File: src/rtl/iob_axi2iob_burst.sv
`timescale 1ns/1ps
// AXI4 slave to IOb native master bridge. AXI bursts are serialised into single-word
// IOb accesses. One transaction is in flight at a time, and write/read are granted round-robin.
module iob_axi2iob_burst #(
   parameter int AXI_ID_W  = 1,
   parameter int AXI_LEN_W = 8,
   parameter int ADDR_W    = 32,
   parameter int DATA_W    = 32
) (
   input  logic                  clk_i,
   input  logic                  arst_i,
   input  logic                  cke_i,
   // AW channel
   input  logic                  axi_awvalid_i,
   output logic                  axi_awready_o,
   input  logic [ADDR_W-1:0]     axi_awaddr_i,
   input  logic [AXI_ID_W-1:0]   axi_awid_i,
   input  logic [AXI_LEN_W-1:0]  axi_awlen_i,
   input  logic [2:0]            axi_awsize_i,
   input  logic [1:0]            axi_awburst_i,
   // W channel
   input  logic                  axi_wvalid_i,
   output logic                  axi_wready_o,
   input  logic [DATA_W-1:0]     axi_wdata_i,
   input  logic [DATA_W/8-1:0]   axi_wstrb_i,
   input  logic                  axi_wlast_i,
   // B channel
   output logic                  axi_bvalid_o,
   input  logic                  axi_bready_i,
   output logic [AXI_ID_W-1:0]   axi_bid_o,
   output logic [1:0]            axi_bresp_o,
   // AR channel
   input  logic                  axi_arvalid_i,
   output logic                  axi_arready_o,
   input  logic [ADDR_W-1:0]     axi_araddr_i,
   input  logic [AXI_ID_W-1:0]   axi_arid_i,
   input  logic [AXI_LEN_W-1:0]  axi_arlen_i,
   input  logic [2:0]            axi_arsize_i,
   input  logic [1:0]            axi_arburst_i,
   // R channel
   output logic                  axi_rvalid_o,
   input  logic                  axi_rready_i,
   output logic [DATA_W-1:0]     axi_rdata_o,
   output logic [AXI_ID_W-1:0]   axi_rid_o,
   output logic [1:0]            axi_rresp_o,
   output logic                  axi_rlast_o,
   // IOb native master
   output logic                  iob_avalid_o,
   output logic [ADDR_W-1:0]     iob_addr_o,
   output logic [DATA_W-1:0]     iob_wdata_o,
   output logic [DATA_W/8-1:0]   iob_wstrb_o,
   input  logic                  iob_ready_i,
   input  logic                  iob_rvalid_i,
   input  logic [DATA_W-1:0]     iob_rdata_i
);

   localparam int STRB_W = DATA_W / 8;

   localparam logic [2:0] S_IDLE  = 3'd0;
   localparam logic [2:0] S_WRITE = 3'd1;
   localparam logic [2:0] S_WRESP = 3'd2;
   localparam logic [2:0] S_RREQ  = 3'd3;
   localparam logic [2:0] S_RWAIT = 3'd4;
   localparam logic [2:0] S_RRESP = 3'd5;

   localparam logic [AXI_LEN_W-1:0] LEN_ONE = AXI_LEN_W'(1);

   logic [2:0]           r_state;
   logic                 r_last_rd;
   logic [ADDR_W-1:0]    r_addr;
   logic [AXI_ID_W-1:0]  r_id;
   logic [AXI_LEN_W-1:0] r_len;
   logic [AXI_LEN_W-1:0] r_cnt;
   logic [2:0]           r_size;
   logic [1:0]           r_burst;
   logic                 r_err;
   logic [DATA_W-1:0]    r_rdata;

   logic                 w_idle;
   logic                 w_write;
   logic                 w_wstrb_nz;
   logic                 w_last_beat;
   logic [ADDR_W-1:0]    w_step;
   logic [ADDR_W-1:0]    w_next_addr;
   logic                 w_awready;
   logic                 w_arready;
   logic                 w_wready;
   logic                 w_wbeat;

   assign w_idle      = (r_state == S_IDLE);
   assign w_write     = (r_state == S_WRITE);
   assign w_wstrb_nz  = |axi_wstrb_i;
   assign w_last_beat = (r_cnt == r_len);

   // FIXED holds the address; INCR and WRAP both step by the beat size
   assign w_step      = ADDR_W'(1) << r_size;
   assign w_next_addr = (r_burst == 2'b00) ? r_addr : r_addr + w_step;

   // last_rd=1 favours write on contention, so grants alternate
   assign w_awready = cke_i & w_idle & axi_awvalid_i & (~axi_arvalid_i | r_last_rd);
   assign w_arready = cke_i & w_idle & axi_arvalid_i & (~axi_awvalid_i | ~r_last_rd);

   // an all-zero-strobe beat is swallowed without touching IOb
   assign w_wready = cke_i & w_write & (w_wstrb_nz ? iob_ready_i : 1'b1);
   assign w_wbeat  = w_wready & axi_wvalid_i;

   assign axi_awready_o = w_awready;
   assign axi_arready_o = w_arready;
   assign axi_wready_o  = w_wready;

   assign axi_bvalid_o = (r_state == S_WRESP);
   assign axi_bid_o    = r_id;
   assign axi_bresp_o  = ((r_state == S_WRESP) && r_err) ? 2'b10 : 2'b00;

   assign axi_rvalid_o = (r_state == S_RRESP);
   assign axi_rdata_o  = r_rdata;
   assign axi_rid_o    = r_id;
   assign axi_rresp_o  = 2'b00;
   assign axi_rlast_o  = (r_state == S_RRESP) && w_last_beat;

   assign iob_avalid_o = cke_i & ((w_write & axi_wvalid_i & w_wstrb_nz) | (r_state == S_RREQ));
   assign iob_addr_o   = r_addr;
   assign iob_wdata_o  = w_write ? axi_wdata_i : '0;
   assign iob_wstrb_o  = w_write ? axi_wstrb_i : {STRB_W{1'b0}};

   always_ff @(posedge clk_i or posedge arst_i) begin
      if (arst_i) begin
         r_state   <= S_IDLE;
         r_last_rd <= 1'b1;
         r_addr    <= '0;
         r_id      <= '0;
         r_len     <= '0;
         r_cnt     <= '0;
         r_size    <= '0;
         r_burst   <= '0;
         r_err     <= 1'b0;
         r_rdata   <= '0;
      end else if (cke_i) begin
         unique case (r_state)
            S_IDLE: begin
               if (w_awready) begin
                  r_addr    <= axi_awaddr_i;
                  r_id      <= axi_awid_i;
                  r_len     <= axi_awlen_i;
                  r_size    <= axi_awsize_i;
                  r_burst   <= axi_awburst_i;
                  r_cnt     <= '0;
                  r_last_rd <= 1'b0;
                  r_state   <= S_WRITE;
               end else if (w_arready) begin
                  r_addr    <= axi_araddr_i;
                  r_id      <= axi_arid_i;
                  r_len     <= axi_arlen_i;
                  r_size    <= axi_arsize_i;
                  r_burst   <= axi_arburst_i;
                  r_cnt     <= '0;
                  r_last_rd <= 1'b1;
                  r_state   <= S_RREQ;
               end
            end
            S_WRITE: begin
               if (w_wbeat) begin
                  // wlast must coincide exactly with the final counted beat
                  if (axi_wlast_i != w_last_beat) r_err <= 1'b1;
                  r_addr <= w_next_addr;
                  r_cnt  <= r_cnt + LEN_ONE;
                  if (w_last_beat) r_state <= S_WRESP;
               end
            end
            S_WRESP: begin
               if (axi_bready_i) begin
                  r_err   <= 1'b0;
                  r_state <= S_IDLE;
               end
            end
            S_RREQ: begin
               if (iob_ready_i) r_state <= S_RWAIT;
            end
            S_RWAIT: begin
               if (iob_rvalid_i) begin
                  r_rdata <= iob_rdata_i;
                  r_state <= S_RRESP;
               end
            end
            S_RRESP: begin
               if (axi_rready_i) begin
                  if (w_last_beat) begin
                     r_state <= S_IDLE;
                  end else begin
                     r_addr  <= w_next_addr;
                     r_cnt   <= r_cnt + LEN_ONE;
                     r_state <= S_RREQ;
                  end
               end
            end
            default: r_state <= S_IDLE;
         endcase
      end
   end

endmodule

File: config.mk
export PLATFORM = sky130hd
export DESIGN_NAME = iob_axi2iob_burst
export DESIGN_NICKNAME = d
export VERILOG_FILES = /design/src/rtl/iob_axi2iob_burst.sv
export SDC_FILE = /design/constraint.sdc
export NUM_CORES = 1
export LEC_CHECK = 0
export BUFFER_PORTS_ARGS = -buffer_cell sky130_fd_sc_hd__buf_2
export CAP_MARGIN = 20
export CORE_AREA = 2 2 110 112
export DETAILED_ROUTE_END_ITERATION = 8
export DIE_AREA = 0 0 112 114
export GPL_ROUTABILITY_DRIVEN = 0
export HOLD_SLACK_MARGIN = 0.15
export PLACE_DENSITY = 0.84
export SYNTH_ARGS = -nofsm -noshare
export SYNTH_HDL_FRONTEND = slang
export SYNTH_SLANG_ARGS = --single-unit
export TNS_END_PERCENT = 5
File: constraint.sdc
create_clock -name clk_i -period 7.6 [get_ports clk_i]
set_clock_uncertainty 0.2 [all_clocks]
set_input_delay 1.52 -clock clk_i [delete_from_list [all_inputs] [get_ports clk_i]]
set_output_delay 1.52 -clock clk_i [all_outputs]
set_load 0.02 [all_outputs]
==> results of run 1 <==
[cell usage in the layout (no fill, tap or decap), types with 14 or more instances in the layout]
master	instances
a211oi_1	14
a21oi_1	37
a31oi_1	15
and2_1	41
buf_2	280
dfrtp_1	90
inv_1	14
mux2_2	38
nand2_1	115
nand3_1	39
nor2_1	48
o21ai_0	30
[kinds of logic (layout without fill, tap and decap cells)]
logic type      count (synthesis)  count (layout)  share of synthesized area (%)
simple gates                  301             301                           24.9
flops                          91              91                           39.2
fa+ha+maj                      10              10                           2.28
xor+xnor                       15              15                           2.26
compound gates                149             149                           17.3
other cells                     1               3                         0.0645
buf+inv                        62             320                           4.77
mux                            49              49                           9.29
[routing by layer]
metal / GRT usage (%) / wire (um) / vias up / part of all wire (%)
li1: - / - / 2917 / -
met1: 31.9 / 6970 / 2762 / 40
met2: 48.0 / 8700 / 243 / 50
met3: 4.20 / 1140 / 27 / 6.6
met4: 10.5 / 422 / 0 / 2.4
met5: 0 / 0 / - / 0
[state kept, by name (all words and copies together) (netlist names)]
name and cells:
r_err 1, r_burst 2, r_last_rd 1, axi_rdata_o 32, r_size 3, r_len 8, iob_addr_o 32, r_cnt 8
axi_bid_o 1, r_state 3
[stage by stage]
stage	util, %	power [uW]
2_1_floorplan	-	2080
3_3_place_gp	62.0	2520
3_5_place_dp	62.0	2570
4_1_cts	64.8	3080
5_1_grt	65.0	3300
6_report	65.0	3080
[power by group]
part	internal, uW	total, uW	leakage, uW	switching, uW
clock network	294	503	0.000159	209
logic	640	1670	0.00254	1030
registers	685	910	0.00112	225
total	1620	3080	0.00382	1460
[worst paths after layout]
path / slack [ns] / start / to
min reg2reg: 0.31 / axi_rdata_o[10]$_DFFE_PP0P_ / axi_rdata_o[10]$_DFFE_PP0P_
max: 2.36 / cke_i / axi_awready_o
max reg2reg: 3.95 / r_state[1]$_DFFE_PP0P_ / iob_addr_o[18]$_DFFE_PP0P_
min: 0.31 / axi_rdata_o[10]$_DFFE_PP0P_ / axi_rdata_o[10]$_DFFE_PP0P_
min in group asynchronous: 0.92 / arst_i / axi_rdata_o[20]$_DFFE_PP0P_
max in group asynchronous: 5.09 / arst_i / iob_addr_o[3]$_DFFE_PP0P_
[worst max-delay path, cell delays in order]
cell	delay, ns
buf_2	0.13
nor4b_2	0.50
nand3_2	0.12
buf_4	0.32
inv_2	0.61
buf_2	0.29
[area by class of cell]
class,instances,area share [%]
multi-input cells,527,43.2
flip-flops and latches,91,30.0
repair buffers,288,19.3
clock buffers,9,2.96
well taps,147,2.42
clock inverters,7,1.38
inverters,16,0.822
==> flow_summary.yaml, run 1 <==
status:
  status: "finished clean"
route:
  viasPerCell: 5.48
  wl_per_cell_um: 15.9
  drtIter0Drc: 419
  ant_nets: 0
  num_vias: 5949
  drc: 0
  dr.pass1.iters: 4
  wirelength_mm: 17.2
synthesis:
  yosysWarnings: 0
  synth_top_area_cell: "dfrtp_1"
  synthTopCellsByCount: "115 x nand2_1, 90 x dfrtp_1, 50 x nor2_1"
  synth-edff-count: 0
  ys.flop_type: "dfrtp_1"
  avgSynthCellArea_sq_um: 8.58
  synth-seq-area-share_pct: 39.2
  synth_async_sr_flop_share_pct: 100
  yosysMostFrequentCell: "nand2_1"
  synth.cell_area_sq_mm: 0.00582
  synth_area_leaders: "dfrtp_1 39%, nand2_1 7.4%, mux2_2 7.4%"
  ys_types: 63
  yosys.area.top_type_share_pct: 38.7
  ys_ff_latch: 91
  synthCells: 678
grt:
  overflow: 0
  grt_pass1_vias: 5604
  grt_pass1_wl_mm: 27.3
  grt_antenna_before_repair: 0
  grt_max_degree: 71
  globalRouteTotalUtil_pct: 26.6
cells_and_area:
  final_cell_count_no_fill: 1085
  fillers: 1034
  fin_area_sq_mm: 0.00761
  final_nets: 1114
  area_growth_pct: 30.8
  seqCellArea_sq_mm: 0.00228
  multiInputGateArea_sq_mm: 0.00328
  diodes: 0
  drive_gt1_share_pct: 38.6
cts:
  path_clk_slew_ns: 0.07
  htree_levels: 3
  clock_latency_ns: 0.34
  cts_setup_buffers: 0
  holdBufCountCts: 0
  clockRootBuffer: "clkbuf_16"
  post_cts_resized: 0
  ctsLongestPathBuffers: 2
  cts_made_buffers: 9
  clock_sinks: 91
  cts_tree: "built"
power:
  ir_worst_vdd_uv: 221
  leakagePower_uw: 0.00382
  power.density_mw_per_mm2: 405
placement:
  post-dp-hpwl_mm: 12.7
  postPlaceCellArea_sq_mm: 0.00726
  io_buffers: 280
  dp_cells: 1068
  post-place-ws_ns: 2.30
timing:
  fin_crit_sh_pct: 69.0
  slew_headroom_pct: 33.1
  fin_crit_ns: 5.24
  slew_viol_final: 0
  fmax_mhz: 191
  holdWs_ns: 0.305
  final_hold_viol_count: 0
  setup_ws_ns: 2.36
  rsz0062_at_grt: "no"
  setup_tns_ns: 0
  setup_viol: 0
  worst_pin_slew_ns: 1.00
setup_path:
  cp-end-kind: "output pin"
  reg2reg_depth: 8
  cp_data_required_time_ns: 5.88
  cp.arrival_ns: 3.52
  startpoint_type: "input pin"
  critical_path_peak_fanout: 47
  crit_type: "input pin to output pin"
floorplanning:
  start_util_pct: 49.7
  placeableCoreArea_sq_mm: 0.0117
  io_pins: 284
  die_area_sq_mm: 0.0128
  die_w_um: 112
  die_h_um: 114
  fp-row-count: 40
worst_hold_path:
  min_path_type: "flop to flop"
  whs_path_depth: 1
flow_run:
  drv_cap: 0
(Power assumes the default switching activity.)
==> inputs of run 2 (changes only) <==
--- a/config.mk
+++ b/config.mk
@@ -5,14 +5,14 @@
 export SDC_FILE = /design/constraint.sdc
 export NUM_CORES = 1
 export LEC_CHECK = 0
+export ABC_AREA = 1
 export BUFFER_PORTS_ARGS = -buffer_cell sky130_fd_sc_hd__buf_2
 export CAP_MARGIN = 20
-export CORE_AREA = 2 2 110 112
+export CORE_UTILIZATION = 44
 export DETAILED_ROUTE_END_ITERATION = 8
-export DIE_AREA = 0 0 112 114
 export GPL_ROUTABILITY_DRIVEN = 0
 export HOLD_SLACK_MARGIN = 0.15
-export PLACE_DENSITY = 0.84
+export PLACE_DENSITY = 0.76
 export SYNTH_ARGS = -nofsm -noshare
 export SYNTH_HDL_FRONTEND = slang
 export SYNTH_SLANG_ARGS = --single-unit
==> constraint.sdc (replaced) <==
create_clock -name clk_i -period 4.8 [get_ports clk_i]
set_clock_uncertainty 0.2 [all_clocks]
set_input_delay 0.96 -clock clk_i [delete_from_list [all_inputs] [get_ports clk_i]]
set_output_delay 0.96 -clock clk_i [all_outputs]
set_load 0.02 [all_outputs]
==> run 2 against run 1 <==
Against the previous run:
- via count increased by 16%
- flip-flop and latch count unchanged
- sequential share of layout area shrank 1.9 points
- critical endpoint is now iob_wdata_o[5]
- global-route usage is 0.37 points higher
- critical path depth unchanged
- first-iteration DRC count is 4.3% lower
- clock-buffer cell count is the same
- largest power group unchanged
==> flow_summary.yaml, run 2 <==
timing:
  slew_headroom_pct: 31.1
  final_hold_viol_count: 0
  slew_viol_final: 0
  worst_pin_slew_ns: 1.03
  rsz0062_at_grt: "no"
  setup_viol: 0
  fmax_mhz: 279
  setup_tns_ns: 0
  fin_crit_sh_pct: 74.8
  fin_crit_ns: 3.59
cells_and_area:
  diodes: 0
  final_common_cell: "nand2_1"
  drive_gt1_share_pct: 28.8
  fin_area_sq_mm: 0.00813
  area_growth_pct: 28.3
  final_nets: 1410
  final_cell_mix: "314 x nand2_1, 280 x buf_2, 149 x nor2_1, 117 x inv_1, 90 x dfrtp_1"
grt:
  grt_pass1_wl_mm: 31.4
  grt_pass1_vias: 6619
  grt_antenna_before_repair: 0
  overflow: 0
  globalRouteTotalUtil_pct: 27.0
  grt.busiest_layer: "met2"
  grtUsageMet3_pct: 4.49
  grt_use_met1_pct: 32.3
  met2_usage_pct: 48.8
  grt_max_degree: 55
floorplanning:
  die_area_sq_mm: 0.0149
  die_w_um: 122
  start_util_pct: 45.3
  fp-row-count: 43
  die_h_um: 122
  io_pins: 284
  placeableCoreArea_sq_mm: 0.0140
route:
  num_vias: 6927
  wl_per_cell_um: 13.8
  viasPerCell: 4.90
  ant_nets: 0
  wirelength_mm: 19.5
  drc: 0
  dr.pass1.iters: 5
  drtIter0Drc: 401
flow_run:
  drv_cap: 0
synthesis:
  synth-edff-count: 0
  ys.flop_type: "dfrtp_1"
  synth_top_area_cell: "dfrtp_1"
  yosysWarnings: 0
  avgSynthCellArea_sq_um: 6.54
  yosys.area.top_type_share_pct: 35.5
  synthCells: 969
  synth_async_sr_flop_share_pct: 100
  synthTopCellsByCount: "314 x nand2_1, 149 x nor2_1, 118 x inv_1"
  synth-seq-area-share_pct: 36.0
  synth.cell_area_sq_mm: 0.00634
  ys_types: 35
  synth_area_leaders: "dfrtp_1 36%, nand2_1 19%, nor2_1 8.8%"
  ys_ff_latch: 91
  yosysMostFrequentCell: "nand2_1"
power:
  ir_worst_vdd_uv: 341
  leakagePower_uw: 0.00474
  power.density_mw_per_mm2: 559
setup_path:
  slowest_delay_ns: 0.55
  critical_path_peak_fanout: 38
  cp_data_required_time_ns: 3.64
  startpoint_type: "flop"
  cp-end-kind: "output pin"
  worstPathCellList: "inv_2 > nand2_1 > nor2_1 > inv_1 > nor2_1 > buf_2"
  cp_common_cell: "nor2_1"
  critPathSlowestCell: "inv_1"
  cp.arrival_ns: 2.43
  crit_type: "flop to output pin"
status:
  status: "finished clean"
worst_hold_path:
  min_path_type: "flop to flop"
cts:
  cts_tree: "built"
  path_clk_slew_ns: 0.08
  cts_setup_buffers: 0
  cts_made_buffers: 9
  clock_latency_ns: 0.35
  holdBufCountCts: 0
  post_cts_resized: 0
  htree_levels: 3
  clock_sinks: 91
  ctsLongestPathBuffers: 2
  clockRootBuffer: "clkbuf_16"
placement:
  post-dp-hpwl_mm: 15.2
  postPlaceCellArea_sq_mm: 0.00782
  io_buffers: 280
-- run 2: cells by family (layout without fill, tap and decap cells) --
group	Yosys count	count (layout)	share of synthesized area [%]
adders and majority gates	10	10	2.09
DFF	91	91	36.0
other	1	3	0.0592
muxes	32	32	5.69
AOI/OAI and AO/OA	100	100	8.41
xor gates and xnor gates	4	4	0.553
and+or+nand+nor	566	566	36.6
buffers and inverters	165	428	10.7
-- run 2: final timing paths --
check | startpoint | end | slack (ns) | cells after the start
max | r_state[2]$_DFFE_PP0P_ | iob_wdata_o[5] | 1.21 | 6
min | r_err$_DFFE_PP0P_ | r_err$_DFFE_PP0P_ | 0.28 | 2
max reg2reg | r_state[1]$_DFFE_PP0P_ | iob_addr_o[28]$_DFFE_PP0P_ | 1.64 | 9
min reg2reg | r_err$_DFFE_PP0P_ | r_err$_DFFE_PP0P_ | 0.28 | 2
max in group asynchronous | arst_i | iob_addr_o[5]$_DFFE_PP0P_ | 3.26 | 3
min in group asynchronous | arst_i | iob_addr_o[27]$_DFFE_PP0P_ | 0.35 | 2
-- run 2: area by class of cell --
type	instances	area, sq um
Clock buffer	9	225
Clock inverter	7	81.3
Fill cell	1360	5860
Inverter	125	470
Multi-Input combinational cell	715	3390
Sequential cell	91	2280
Tap cell	180	225
Timing Repair Buffer	287	1450
-- run 2: through the flow --
stage,setup WS (ns),total power (uW),hold WS [ns],utilization [%],cells
final,1.21,4540,0.283,58.1,1414
after global routing,1.03,4930,0.318,58.1,1414
after CTS,1.26,4560,0.285,58.1,1414
after detailed placement,1.44,3830,0.265,55.9,1398
after global placement,1.53,3780,0.259,55.9,1398
after floorplan,1.28,3080,0.241,-,971
-- run 2: power by group --
part	switching (uW)	internal, uW
logic	1570	822
registers	346	1080
clock network	352	372
-- run 2: critical path, delay by kind of cell (launching register included) --
| family | cells | cell delay [ns] |
|---|---|---|
| buffers and inverters | 3 | 0.90 |
| AND/OR/NAND/NOR | 3 | 0.74 |
| flip-flops | 1 | 0.43 |
-- run 2: routing by layer --
layer  routed length, um  vias up
met5                   0        -
met4                 398        0
met3                1100       25
met2                9910      234
met1                8060     3119
li1                    -     3549
